[config.mk]
export PLATFORM = sky130hd
export DESIGN_NAME = gate_sweep_ctrl_flat
export DESIGN_NICKNAME = d
export VERILOG_FILES = /design/src/rtl/gate_sweep_ctrl_if.sv /design/src/rtl/gate_sweep_ctrl.sv /design/src/flat_wrapper.sv
export SDC_FILE = /design/constraint.sdc
export NUM_CORES = 1
export LEC_CHECK = 0
export BUFFER_PORTS_ARGS = -buffer_cell sky130_fd_sc_hd__buf_2
export CAP_MARGIN = 10
export CORE_ASPECT_RATIO = 0.8
export CORE_MARGIN = 4
export CORE_UTILIZATION = 35
export CTS_BUF_LIST = sky130_fd_sc_hd__clkbuf_2
export DETAILED_ROUTE_END_ITERATION = 12
export SYNTH_ARGS = -nofsm -noshare
export SYNTH_HDL_FRONTEND = slang
export SYNTH_SLANG_ARGS = --single-unit
[constraint.sdc]
create_clock -name clk -period 2 [get_ports clk]
set_input_delay 0.4 -clock clk [delete_from_list [all_inputs] [get_ports clk]]
set_output_delay 0.4 -clock clk [all_outputs]
set_load 0.01 [all_outputs]
[src/rtl/gate_sweep_ctrl_if.sv]
// Handshake and gate-pin bundle between a bring-up controller, the gate under test and
// gate_sweep_ctrl. The master side owns start and the gate's Y output.
interface gate_sweep_ctrl_if;
  logic       start;
  logic       A;
  logic       B;
  logic       Y;
  logic       busy;
  logic       done;
  logic       pass;
  logic [3:0] obs_table;
  logic [3:0] err_count;
  logic [1:0] vec_idx;

  modport master (
    output start, Y,
    input  A, B, busy, done, pass, obs_table, err_count, vec_idx
  );

  modport slave (
    input  start, Y,
    output A, B, busy, done, pass, obs_table, err_count, vec_idx
  );
endinterface

[src/rtl/gate_sweep_ctrl.sv]
// Self-test sequencer for a 2-input gate: sweeps all four input vectors PASSES times,
// samples Y after a settle delay and reports the observed truth table and mismatch count.
module gate_sweep_ctrl #(
  parameter int unsigned SETTLE_CYCLES = 2,
  parameter logic [3:0]  EXPECTED      = 4'b0111,
  parameter int unsigned PASSES        = 1
) (
  input logic              clk,
  input logic              rst,
  gate_sweep_ctrl_if.slave bus
);

  typedef enum logic [0:0] {StIdle, StRun} state_e;

  localparam logic [7:0] SettleLast = 8'(SETTLE_CYCLES - 1);
  localparam logic [3:0] PassLast   = 4'(PASSES - 1);

  state_e     state_q;
  logic [7:0] settle_q;
  logic [3:0] pass_cnt_q;
  logic [1:0] vec_q;
  logic       busy_q;
  logic       done_q;
  logic       pass_q;
  logic [3:0] table_q;
  logic [3:0] err_q;

  logic       mismatch;
  logic [3:0] err_next;

  // Error count including the compare made on this edge, saturating at 15.
  always_comb begin
    mismatch = (bus.Y != EXPECTED[vec_q]);
    err_next = err_q;
    if (mismatch && (err_q != 4'd15)) begin
      err_next = err_q + 4'd1;
    end
  end

  always_ff @(posedge clk or posedge rst) begin
    if (rst) begin
      state_q    <= StIdle;
      settle_q   <= 8'd0;
      pass_cnt_q <= 4'd0;
      vec_q      <= 2'd0;
      busy_q     <= 1'b0;
      done_q     <= 1'b0;
      pass_q     <= 1'b0;
      table_q    <= 4'b0000;
      err_q      <= 4'd0;
    end else begin
      done_q <= 1'b0;
      case (state_q)
        StIdle: begin
          if (bus.start) begin
            state_q    <= StRun;
            busy_q     <= 1'b1;
            table_q    <= 4'b0000;
            err_q      <= 4'd0;
            pass_q     <= 1'b0;
            settle_q   <= 8'd0;
            pass_cnt_q <= 4'd0;
            vec_q      <= 2'd0;
          end
        end
        StRun: begin
          if (settle_q == SettleLast) begin
            table_q[vec_q] <= bus.Y;
            err_q          <= err_next;
            settle_q       <= 8'd0;
            if (vec_q == 2'd3) begin
              vec_q <= 2'd0;
              if (pass_cnt_q == PassLast) begin
                state_q <= StIdle;
                busy_q  <= 1'b0;
                done_q  <= 1'b1;
                pass_q  <= (err_next == 4'd0);
              end else begin
                pass_cnt_q <= pass_cnt_q + 4'd1;
              end
            end else begin
              vec_q <= vec_q + 2'd1;
            end
          end else begin
            settle_q <= settle_q + 8'd1;
          end
        end
        default: state_q <= StIdle;
      endcase
    end
  end

  // A/B come straight from the registered vector index, so they are glitch-free.
  assign bus.A         = vec_q[1];
  assign bus.B         = vec_q[0];
  assign bus.vec_idx   = vec_q;
  assign bus.busy      = busy_q;
  assign bus.done      = done_q;
  assign bus.pass      = pass_q;
  assign bus.obs_table = table_q;
  assign bus.err_count = err_q;

endmodule

[src/flat_wrapper.sv]
// flat-port wrapper written by rule: the top's interface ports become plain ports
module gate_sweep_ctrl_flat 
#(
  parameter int unsigned SETTLE_CYCLES = 2,
  parameter logic [3:0]  EXPECTED      = 4'b0111,
  parameter int unsigned PASSES        = 1
)
  (clk, rst, bus_start, bus_Y, bus_A, bus_B, bus_busy, bus_done, bus_pass, bus_obs_table, bus_err_count, bus_vec_idx);
  gate_sweep_ctrl_if bus_i ();
  input logic clk;
  input logic rst;
  input wire logic [$bits(bus_i.start)-1:0] bus_start;
  input wire logic [$bits(bus_i.Y)-1:0] bus_Y;
  output wire logic [$bits(bus_i.A)-1:0] bus_A;
  output wire logic [$bits(bus_i.B)-1:0] bus_B;
  output wire logic [$bits(bus_i.busy)-1:0] bus_busy;
  output wire logic [$bits(bus_i.done)-1:0] bus_done;
  output wire logic [$bits(bus_i.pass)-1:0] bus_pass;
  output wire logic [$bits(bus_i.obs_table)-1:0] bus_obs_table;
  output wire logic [$bits(bus_i.err_count)-1:0] bus_err_count;
  output wire logic [$bits(bus_i.vec_idx)-1:0] bus_vec_idx;
  assign bus_i.start = bus_start;
  assign bus_i.Y = bus_Y;
  assign bus_A = bus_i.A;
  assign bus_B = bus_i.B;
  assign bus_busy = bus_i.busy;
  assign bus_done = bus_i.done;
  assign bus_pass = bus_i.pass;
  assign bus_obs_table = bus_i.obs_table;
  assign bus_err_count = bus_i.err_count;
  assign bus_vec_idx = bus_i.vec_idx;
  gate_sweep_ctrl #(.SETTLE_CYCLES(SETTLE_CYCLES), .EXPECTED(EXPECTED), .PASSES(PASSES)) u_core (.clk(clk), .rst(rst), .bus(bus_i));
endmodule
# After elaboration in Yosys (flattened, before gate mapping)
# Index checks and enable logic that the tools add are counted.
# W data, S select, Z words.
# op_classes
add_sub_neg,4
magnitude_cmp,2
n_eq_ne,9
mux,41
bitwise,1
n_reduce_logical,7
# ops
operator,n
$mux W4,7
$pmux W4 S2,3
$mux W1,18
$mux W8,2
$pmux W8 S2,1
$ne A2 B2 Y1 const B,5
$add A4 B1 Y4 const B,2
$add A8 B1 Y8 const B,1
$eq A8 B1 Y1 const B,1
$logic_not A4 Y1,2
$reduce_and A4 Y1,2
$mux W2,3
$pmux W1 S2,3
$bwmux W4,1
$ne A4 B4 Y1 const B,1
$pmux W2 S2,1
$lt A2 B3 Y1 const B,1
$add A2 B1 Y2 const B,1
$bmux W1 S2,1
$demux W1 S2,1
$eq A2 B2 Y1 const B,1
$ge A2 B1 Y1 const B,1
$logic_and A1 B1 Y1,2
$reduce_and A2 Y1,1
other kinds (2),2
# totals
ff_bits,26
in_bits,4
out_inout_bits,15
wordCells,73

# Longest topological paths before layout
# Gate-level depths: netlist of the first run.
# logic_depth
word_depth,10
depth_mapped,8
ltp_nobuf,6

# Least setup slack after synthesis of the first run
# No wires, ideal clock.
# synth_timing
kind,reg-to-reg
startpoint,reg u_core.vec_q[0] (netlist: u_core.bus.vec_idx[0])
endpoint,reg u_core.pass_q (netlist: u_core.bus.pass)
setup_time_ns,0.079
arrival_time_ns,1.791
required_time_ns,1.921
path_slack_ns,0.130
path_stages_with_launch,7
n_path_buf,0
synth_period_minus_slack_ns,1.870
cell_sequence,dfrtp_1 > ha_1 > ha_1 > or4_1 > o31ai_1 > o221ai_1 > mux2i_1
# synth_via
elab_chain_cells,10
word_cells_on_any_way,13
cone_classes,3 x eq/ne; 7 x mux; 3 x reduce/logical
# synth_lines
element,line_no,source
"start, declared",gate_sweep_ctrl.sv:21,logic [1:0] vec_q;
"start signal, assigned",gate_sweep_ctrl.sv:82,vec_q <= vec_q + 2'd1;
$bmux W1 S2,gate_sweep_ctrl.sv:33,mismatch = (bus.Y != EXPECTED[vec_q]);
$mux W1 (implied by the code),gate_sweep_ctrl.sv:33,
$ne A1 B1 Y1,gate_sweep_ctrl.sv:33,
$logic_and A1 B1 Y1,gate_sweep_ctrl.sv:35,if (mismatch && (err_q != 4'd15)) begin
$mux W4,gate_sweep_ctrl.sv:35,
$logic_not A4 Y1,gate_sweep_ctrl.sv:77,pass_q <= (err_next == 4'd0);
$mux W1,gate_sweep_ctrl.sv:73,if (pass_cnt_q == PassLast) begin
$mux W1,gate_sweep_ctrl.sv:71,if (vec_q == 2'd3) begin
$mux W1,gate_sweep_ctrl.sv:67,if (settle_q == SettleLast) begin
$pmux W1 S2,gate_sweep_ctrl.sv:53,case (state_q)
"end signal, assigned",gate_sweep_ctrl.sv:77,
"end, declared",gate_sweep_ctrl.sv:24,logic pass_q;
# Several ways; a longest one is shown, not always the timed one. The select of a mux whose other input is x is not followed.
# A chain may end at the register's enable or synchronous reset.

# Worst setup path after layout of the first run
# layout_timing
startpoint,reg u_core.vec_q[1] (netlist: u_core.bus.vec_idx[1])
endpoint,reg u_core.pass_q (netlist: u_core.bus.pass)
# Same word-level chain as after synthesis.

==> results of run 1 <==
==> sequential cells by signal, summed over array words and instances (netlist names) <==
name and flops:
u_core.state_q 1, u_core.bus.done 1, u_core.pass_cnt_q 4, u_core.bus.busy 1, u_core.bus.obs_table 4, u_core.bus.vec_idx 2, u_core.bus.err_count 4, u_core.bus.pass 1
u_core.settle_q 8
==> layer usage <==
metal	routed length, um	vias up	track usage
met1	1680	552	0.188
met3	164	2	0.0400
met4	21	0	0.0270
met2	1420	30	0.184
li1	-	589	-
met5	0	-	0
==> critical path: cells and delay by family, from the launching register on <==
kind            cells  cell delay, ns
flops               1            0.46
simple gates        1            0.47
compound gates      2            0.24
mux                 1            0.14
fa+ha+maj           2            0.50
==> Yosys cell counts (all sizes together), types with 2 or more instances <==
cell    number  share of area
o31a         2          0.011
and4b        2          0.014
mux2i        3          0.020
nor2b        2         0.0082
inv         10          0.024
o31ai        2         0.0098
a31o         2          0.011
nand2       16          0.039
nor4bb       2          0.013
nor3         3          0.016
dfrtp       26           0.42
and3         3          0.012
and2         5          0.023
xor2         2          0.011
nand2b       2         0.0082
a41oi        2          0.011
nand3        7          0.023
a21oi        8          0.029
a31oi        7          0.029
ha          10          0.082
nor2         5          0.012
o21ai        6          0.020
buf          8          0.048
==> cell families (layout without fill, tap and decap cells) <==
kind of cell | count (synthesis) | after routing | synth area share
buffers and inverters | 19 | 37 | 0.0751
flip-flops | 26 | 26 | 0.424
XOR/XNOR | 3 | 3 | 0.0171
multiplexers | 3 | 3 | 0.0196
adder cells (fa/ha/maj) | 10 | 10 | 0.0816
AO/OA/AOI/OAI | 38 | 38 | 0.171
AND/OR/NAND/NOR | 53 | 53 | 0.211
==> worst max path at each step <==
stage,start,end,slack [ns],cells past startpoint
global placement,u_core.bus.vec_idx[1]$_DFFE_PP0P_,u_core.bus.pass$_DFFE_PP0P_,0.14,6
finish,u_core.bus.vec_idx[1]$_DFFE_PP0P_,u_core.bus.pass$_DFFE_PP0P_,0.14,6
detailed placement,u_core.bus.vec_idx[1]$_DFFE_PP0P_,u_core.bus.pass$_DFFE_PP0P_,0.06,6
floorplan,u_core.bus.vec_idx[0]$_DFFE_PP0P_,u_core.bus.pass$_DFFE_PP0P_,0.13,6
global route,u_core.settle_q[1]$_DFFE_PP0P_,u_core.bus.pass$_DFFE_PP0P_,0.003,6
CTS,u_core.bus.vec_idx[1]$_DFFE_PP0P_,u_core.bus.pass$_DFFE_PP0P_,0.02,6
==> power groups by stage <==
stage | Clock [mW] | Combinational [mW] | Sequential (mW)
floorplan | 0 | 0.574 | 0.896
global placement | 0 | 0.740 | 0.909
detailed placement | 0 | 0.767 | 0.929
CTS | 0.205 | 0.775 | 0.916
global route | 0.221 | 0.919 | 0.935
finish | 0.187 | 0.805 | 0.912
==> through the flow <==
stage,power [mW],utilization,setup WS (ns),cell area [um^2],cells
6_report,1.90,0.404,0.139,1700,227
5_1_grt,2.08,0.404,0.00269,1700,227
4_1_cts,1.90,0.398,0.0165,1670,226
3_5_place_dp,1.70,0.392,0.0566,1650,222
3_3_place_gp,1.65,0.392,0.137,1650,222
2_1_floorplan,1.47,-,0.130,1530,152
==> cell usage in the layout (no fill, tap or decap), drive strengths merged, types with 3 or more instances in the layout <==
| master | count |
|---|---|
| dfrtp | 26 |
| buf | 23 |
| nand2 | 16 |
| inv | 10 |
| ha | 10 |
| a21oi | 8 |
| nand3 | 7 |
| a31oi | 7 |
| o21ai | 6 |
| nor2 | 5 |
| and2 | 5 |
| and3 | 3 |
| mux2i | 3 |
| clkbuf | 3 |
| nor3 | 3 |
==> cell type report <==
| class | instances | share of cell area |
|---|---|---|
| sequential | 26 | 0.383 |
| multi-input combinational | 107 | 0.463 |
| tap | 57 | 0.0420 |
| timing repair buffer | 24 | 0.0811 |
| clock buffer | 3 | 0.00884 |
| inverter | 10 | 0.0221 |
==> what timing repair did <==
action,in CTS,in global routing
hold buffers,1,0
endpoints found under the setup margin,0,1
hold endpoints to repair,10,0
gates resized for setup,0,2
setup buffers,0,1
==> results_dict.tcl, run 1 <==
set metrics [dict create \
    status "complete, no violations" \
    syn_area_per_cell_um2 10.1 \
    ys_warn_count 0 \
    r2r_start "u_core.bus.vec_idx[1]$_DFFE_PP0P_" \
    path_clk_slew_ns 0.24 \
    multi_input_area_um2 786 \
    whs_path_depth 2 \
    slew_violations 0 \
    synth_ff_type "dfrtp_1" \
    p_sw_mw 0.772 \
    rrSetupSlack_ns 0.14 \
    drt_first_pass_iters 4 \
    htreeDepth 1 \
    grt_max_degree 17 \
    track_usage 0.128 \
    clock_sinks 26 \
    finClkSkew_ns 0.0203 \
    sw_frac_of_total 0.406 \
    antenna_found_initial 0 \
    maxCapViolCount 0 \
    numCtsBuffers 3 \
    reg2reg_depth 6 \
    p_seq_frac 0.479 \
    place.gp.congestion 0.841 \
    synth-edff-count 0 \
    ys_ff_latch 26 \
    port_buffers 18 \
    min_period_over_period 0.930 \
    finalHoldViolCount 0 \
    crit_chain "ha_1 > ha_4 > or4_1 > o31ai_1 > o221ai_1 > mux2i_1" \
    routed_wl_um 3280 \
    fillers 430 \
    hp-class "in -> reg" \
    drive_gt1_frac 0.212 \
    cts_tree "built" \
    r2r-end "u_core.bus.pass$_DFFE_PP0P_" \
    whs_ns 0.357 \
    cp_max_fo 5 \
    top_level_ports 19 \
    crit_path_start_kind "flip-flop" \
    leakage_nw 0.827 \
    start_util 0.365 \
    fin_setup_tns_ns 0 \
    crit_path_end_kind "flip-flop" \
    async_flop_share 1.00 \
    dieArea_um2 5510 \
    clkLatencyLatePin_ns 0.34 \
    p_per_area_nw_per_um2 1120 \
    core_um2 4200 \
    clockPowerShare 0.098 \
    grt_pass1_vias 1101 \
    num_vias 1173 \
    rsz0062_at_grt "no" \
    max_freq_mhz 537 \
    crit_type "reg -> reg" \
    required_ns 2.30 \
    nets 186 \
    synthCells 152 \
    drc 0 \
    netlist_area_um2 1530 \
    ir_worst_vdd_mv 0.479 \
    min_from "bus_Y" \
    die_w_um 82.0 \
    overflow 0 \
    post_drt_wl_per_cell_um 14.5 \
    die_height_um 67.2 \
    ys_seq_area_frac 0.424 \
    postRouteAntennaNets 0 \
    tightest_slew_ns 0.438 \
    fin_crit_ns 1.86 \
    syn_to_final_growth_pct 10.8 \
    syn-num-nets 166 \
    viasPerCell 5.17 \
    power_frac_comb 0.423 \
    setup_viol 0 \
    clockBufferDepth 2 \
    crit_arrival_ns 2.16 \
    slowest_stage "or4_1" \
    antenna-diode-count 0 \
    grt_pass1_wl_um 5380 \
    dr.first_iter.drc_count 68 \
    maxSlewHeadroom 0.708 \
    synth_cell_type_count 49 \
    power.internal_mw 1.13 \
    seqCellArea_um2 651 \
    place_hpwl_um 2470 \
    cts_root_buf "clkbuf_2" \
    slowest_delay_ns 0.47 \
    rows 21 \
    holdPathEnd "u_core.bus.obs_table[0]$_DFFE_PP0P_" \
]
Power figures use the tool's default switching activity.
==> inputs of run 2 (changes only) <==
--- a/config.mk
+++ b/config.mk
@@ -9,9 +9,10 @@
 export CAP_MARGIN = 10
 export CORE_ASPECT_RATIO = 0.8
 export CORE_MARGIN = 4
-export CORE_UTILIZATION = 35
+export CORE_UTILIZATION = 50
 export CTS_BUF_LIST = sky130_fd_sc_hd__clkbuf_2
 export DETAILED_ROUTE_END_ITERATION = 12
+export PLACE_DENSITY = 0.73
 export SYNTH_ARGS = -nofsm -noshare
 export SYNTH_HDL_FRONTEND = slang
 export SYNTH_SLANG_ARGS = --single-unit
==> constraint.sdc (replaced) <==
create_clock -name clk -period 1.6 [get_ports clk]
set_input_delay 0.32 -clock clk [delete_from_list [all_inputs] [get_ports clk]]
set_output_delay 0.32 -clock clk [all_outputs]
set_load 0.01 [all_outputs]
==> results_dict.tcl, run 2 (synthesized netlist as in run 1, its figures left out) <==
set metrics [dict create \
    required_ns 1.87 \
    layout_common_cells "31 x buf_4, 26 x dfrtp_1, 18 x buf_2" \
    hp-class "in -> reg" \
    clkLatencyLatePin_ns 0.40 \
    die_height_um 57.5 \
    ir_worst_vdd_mv 0.964 \
    place_hpwl_um 2480 \
    max_freq_mhz 556 \
    multi_input_area_um2 933 \
    crit_path_end_kind "flip-flop" \
    timing.final.ws_setup_ns -0.197 \
    drc 0 \
    dp_slack_ns -0.105 \
    holdPathEnd "u_core.bus.obs_table[0]$_DFFE_PP0P_" \
    crit_path_start_kind "flip-flop" \
    antenna-diode-count 0 \
    dr.first_iter.drc_count 77 \
    num_vias 1401 \
    grt_pass1_vias 1391 \
    drive_gt1_frac 0.463 \
    layout_commonest_cell "buf_4" \
    fin_area_um2 2090 \
    violations "setup timing" \
    crit_arrival_ns 2.07 \
    fin_setup_tns_ns -0.468 \
    rrSetupSlack_ns -0.20 \
    fillers 206 \
    viasPerCell 5.86 \
    grt_max_degree 27 \
    maxSlewHeadroom 0.706 \
    min_from "bus_Y" \
    place.gp.congestion 0.876 \
    routed_wl_um 4100 \
    reg2reg_depth 6 \
    cp_max_fo 5 \
    seqCellArea_um2 651 \
    overflow 0 \
    r2r-end "u_core.bus.pass$_DFFE_PP0P_" \
    clockBufferDepth 2 \
    fin_crit_ns 1.80 \
    nets 216 \
    numCtsBuffers 3 \
    largest_reg_flops 8 \
    htreeDepth 1 \
    antenna_found_initial 0 \
    min_period_over_period 1.12 \
    finalHoldViolCount 0 \
    start_util 0.538 \
    post_drt_wl_per_cell_um 17.2 \
    postRouteAntennaNets 0 \
    crit_type "reg -> reg" \
    whs_path_depth 2 \
    core_um2 2850 \
    rsz0062_at_grt "yes" \
    cts_tree "built" \
    r2r_start "u_core.bus.vec_idx[0]$_DFFE_PP0P_" \
    leakage_nw 1.00 \
    tightest_slew_ns 0.440 \
    p_per_area_nw_per_um2 1570 \
    syn_to_final_growth_pct 36.5 \
    top_level_ports 19 \
    rows 17 \
    registers.top_by_ff_count "u_core.settle_q" \
    maxCapViolCount 0 \
    drt_first_pass_iters 4 \
    dieArea_um2 4020 \
    path_clk_slew_ns 0.29 \
    die_w_um 69.9 \
    grt_pass1_wl_um 6280 \
    finClkSkew_ns 0.0439 \
    dp_cells 222 \
    slew_violations 0 \
    placed_cell_area_um2 1790 \
    status "complete, but fails checks" \
    cts_root_buf "clkbuf_2" \
    track_usage 0.191 \
    final_cells 239 \
    port_buffers 18 \
    setup_viol 7 \
    clock_sinks 26 \
]
==> run 2: cell types whose count changed in the layout (fill, tap and decap cells not counted), sizes merged <==
cell / change
bufinv: +1
buf: +30
==> run 2: metal layers <==
metal  wire length [um]  global-route usage
met2               1950               0.311
met3                189              0.0458
met4                 57              0.0628
met1               1900               0.252
met5                  0                   0
==> run 2: where the power goes <==
| part | internal (mW) | switching (mW) | total (mW) | leakage (nW) |
|---|---|---|---|---|
| clock | 0.215 | 0.217 | 0.432 | 0.0266 |
| combinational | 0.904 | 0.849 | 1.75 | 0.656 |
| sequential | 0.868 | 0.221 | 1.09 | 0.320 |
==> run 2: cell type report <==
| class | count | area share |
|---|---|---|
| repair buffers | 54 | 0.181 |
| well taps | 38 | 0.0227 |
| inverters | 10 | 0.0179 |
| multi-input cells | 107 | 0.446 |
| clock inverters | 1 | 0.0144 |
| flip-flops and latches | 26 | 0.311 |
| clock buffers | 3 | 0.00718 |
==> run 2: repair_timing <==
item	in CTS	in global routing
pin swaps	5	13
hold buffers	1	0
setup endpoints to repair	13	23
cloned	0	1
buffers inserted	3	9
resized for setup	8	29
hold endpoints to repair	26	0
==> run 2: per-stage QoR <==
stage	power, mW	hold slack [ns]	util
finish	3.27	0.214	0.734
global route	3.52	0.180	0.734
CTS	2.90	0.227	0.668
detailed placement	2.39	0.389	0.627
global placement	2.32	0.387	0.627
floorplan	1.86	0.360	-
==> run 2: worst max-delay path: stages, from the launching register on <==
cell	delay, ns
dfrtp_1	0.49
ha_4	0.19
ha_4	0.29
and4b_2	0.25
and3b_1	0.18
o221ai_2	0.17
mux2i_1	0.10
==> run 2: how the worst max path moves through the flow <==
stage / cells past startpoint / from / to
finish: 6 / u_core.bus.vec_idx[0]$_DFFE_PP0P_ / u_core.bus.pass$_DFFE_PP0P_
global route: 6 / u_core.bus.vec_idx[0]$_DFFE_PP0P_ / u_core.bus.pass$_DFFE_PP0P_
CTS: 6 / u_core.bus.vec_idx[1]$_DFFE_PP0P_ / u_core.bus.pass$_DFFE_PP0P_
detailed placement: 6 / u_core.settle_q[1]$_DFFE_PP0P_ / u_core.pass_cnt_q[2]$_DFFE_PP0P_
global placement: 6 / u_core.bus.vec_idx[0]$_DFFE_PP0P_ / u_core.bus.pass$_DFFE_PP0P_
floorplan: 6 / u_core.bus.vec_idx[0]$_DFFE_PP0P_ / u_core.bus.pass$_DFFE_PP0P_
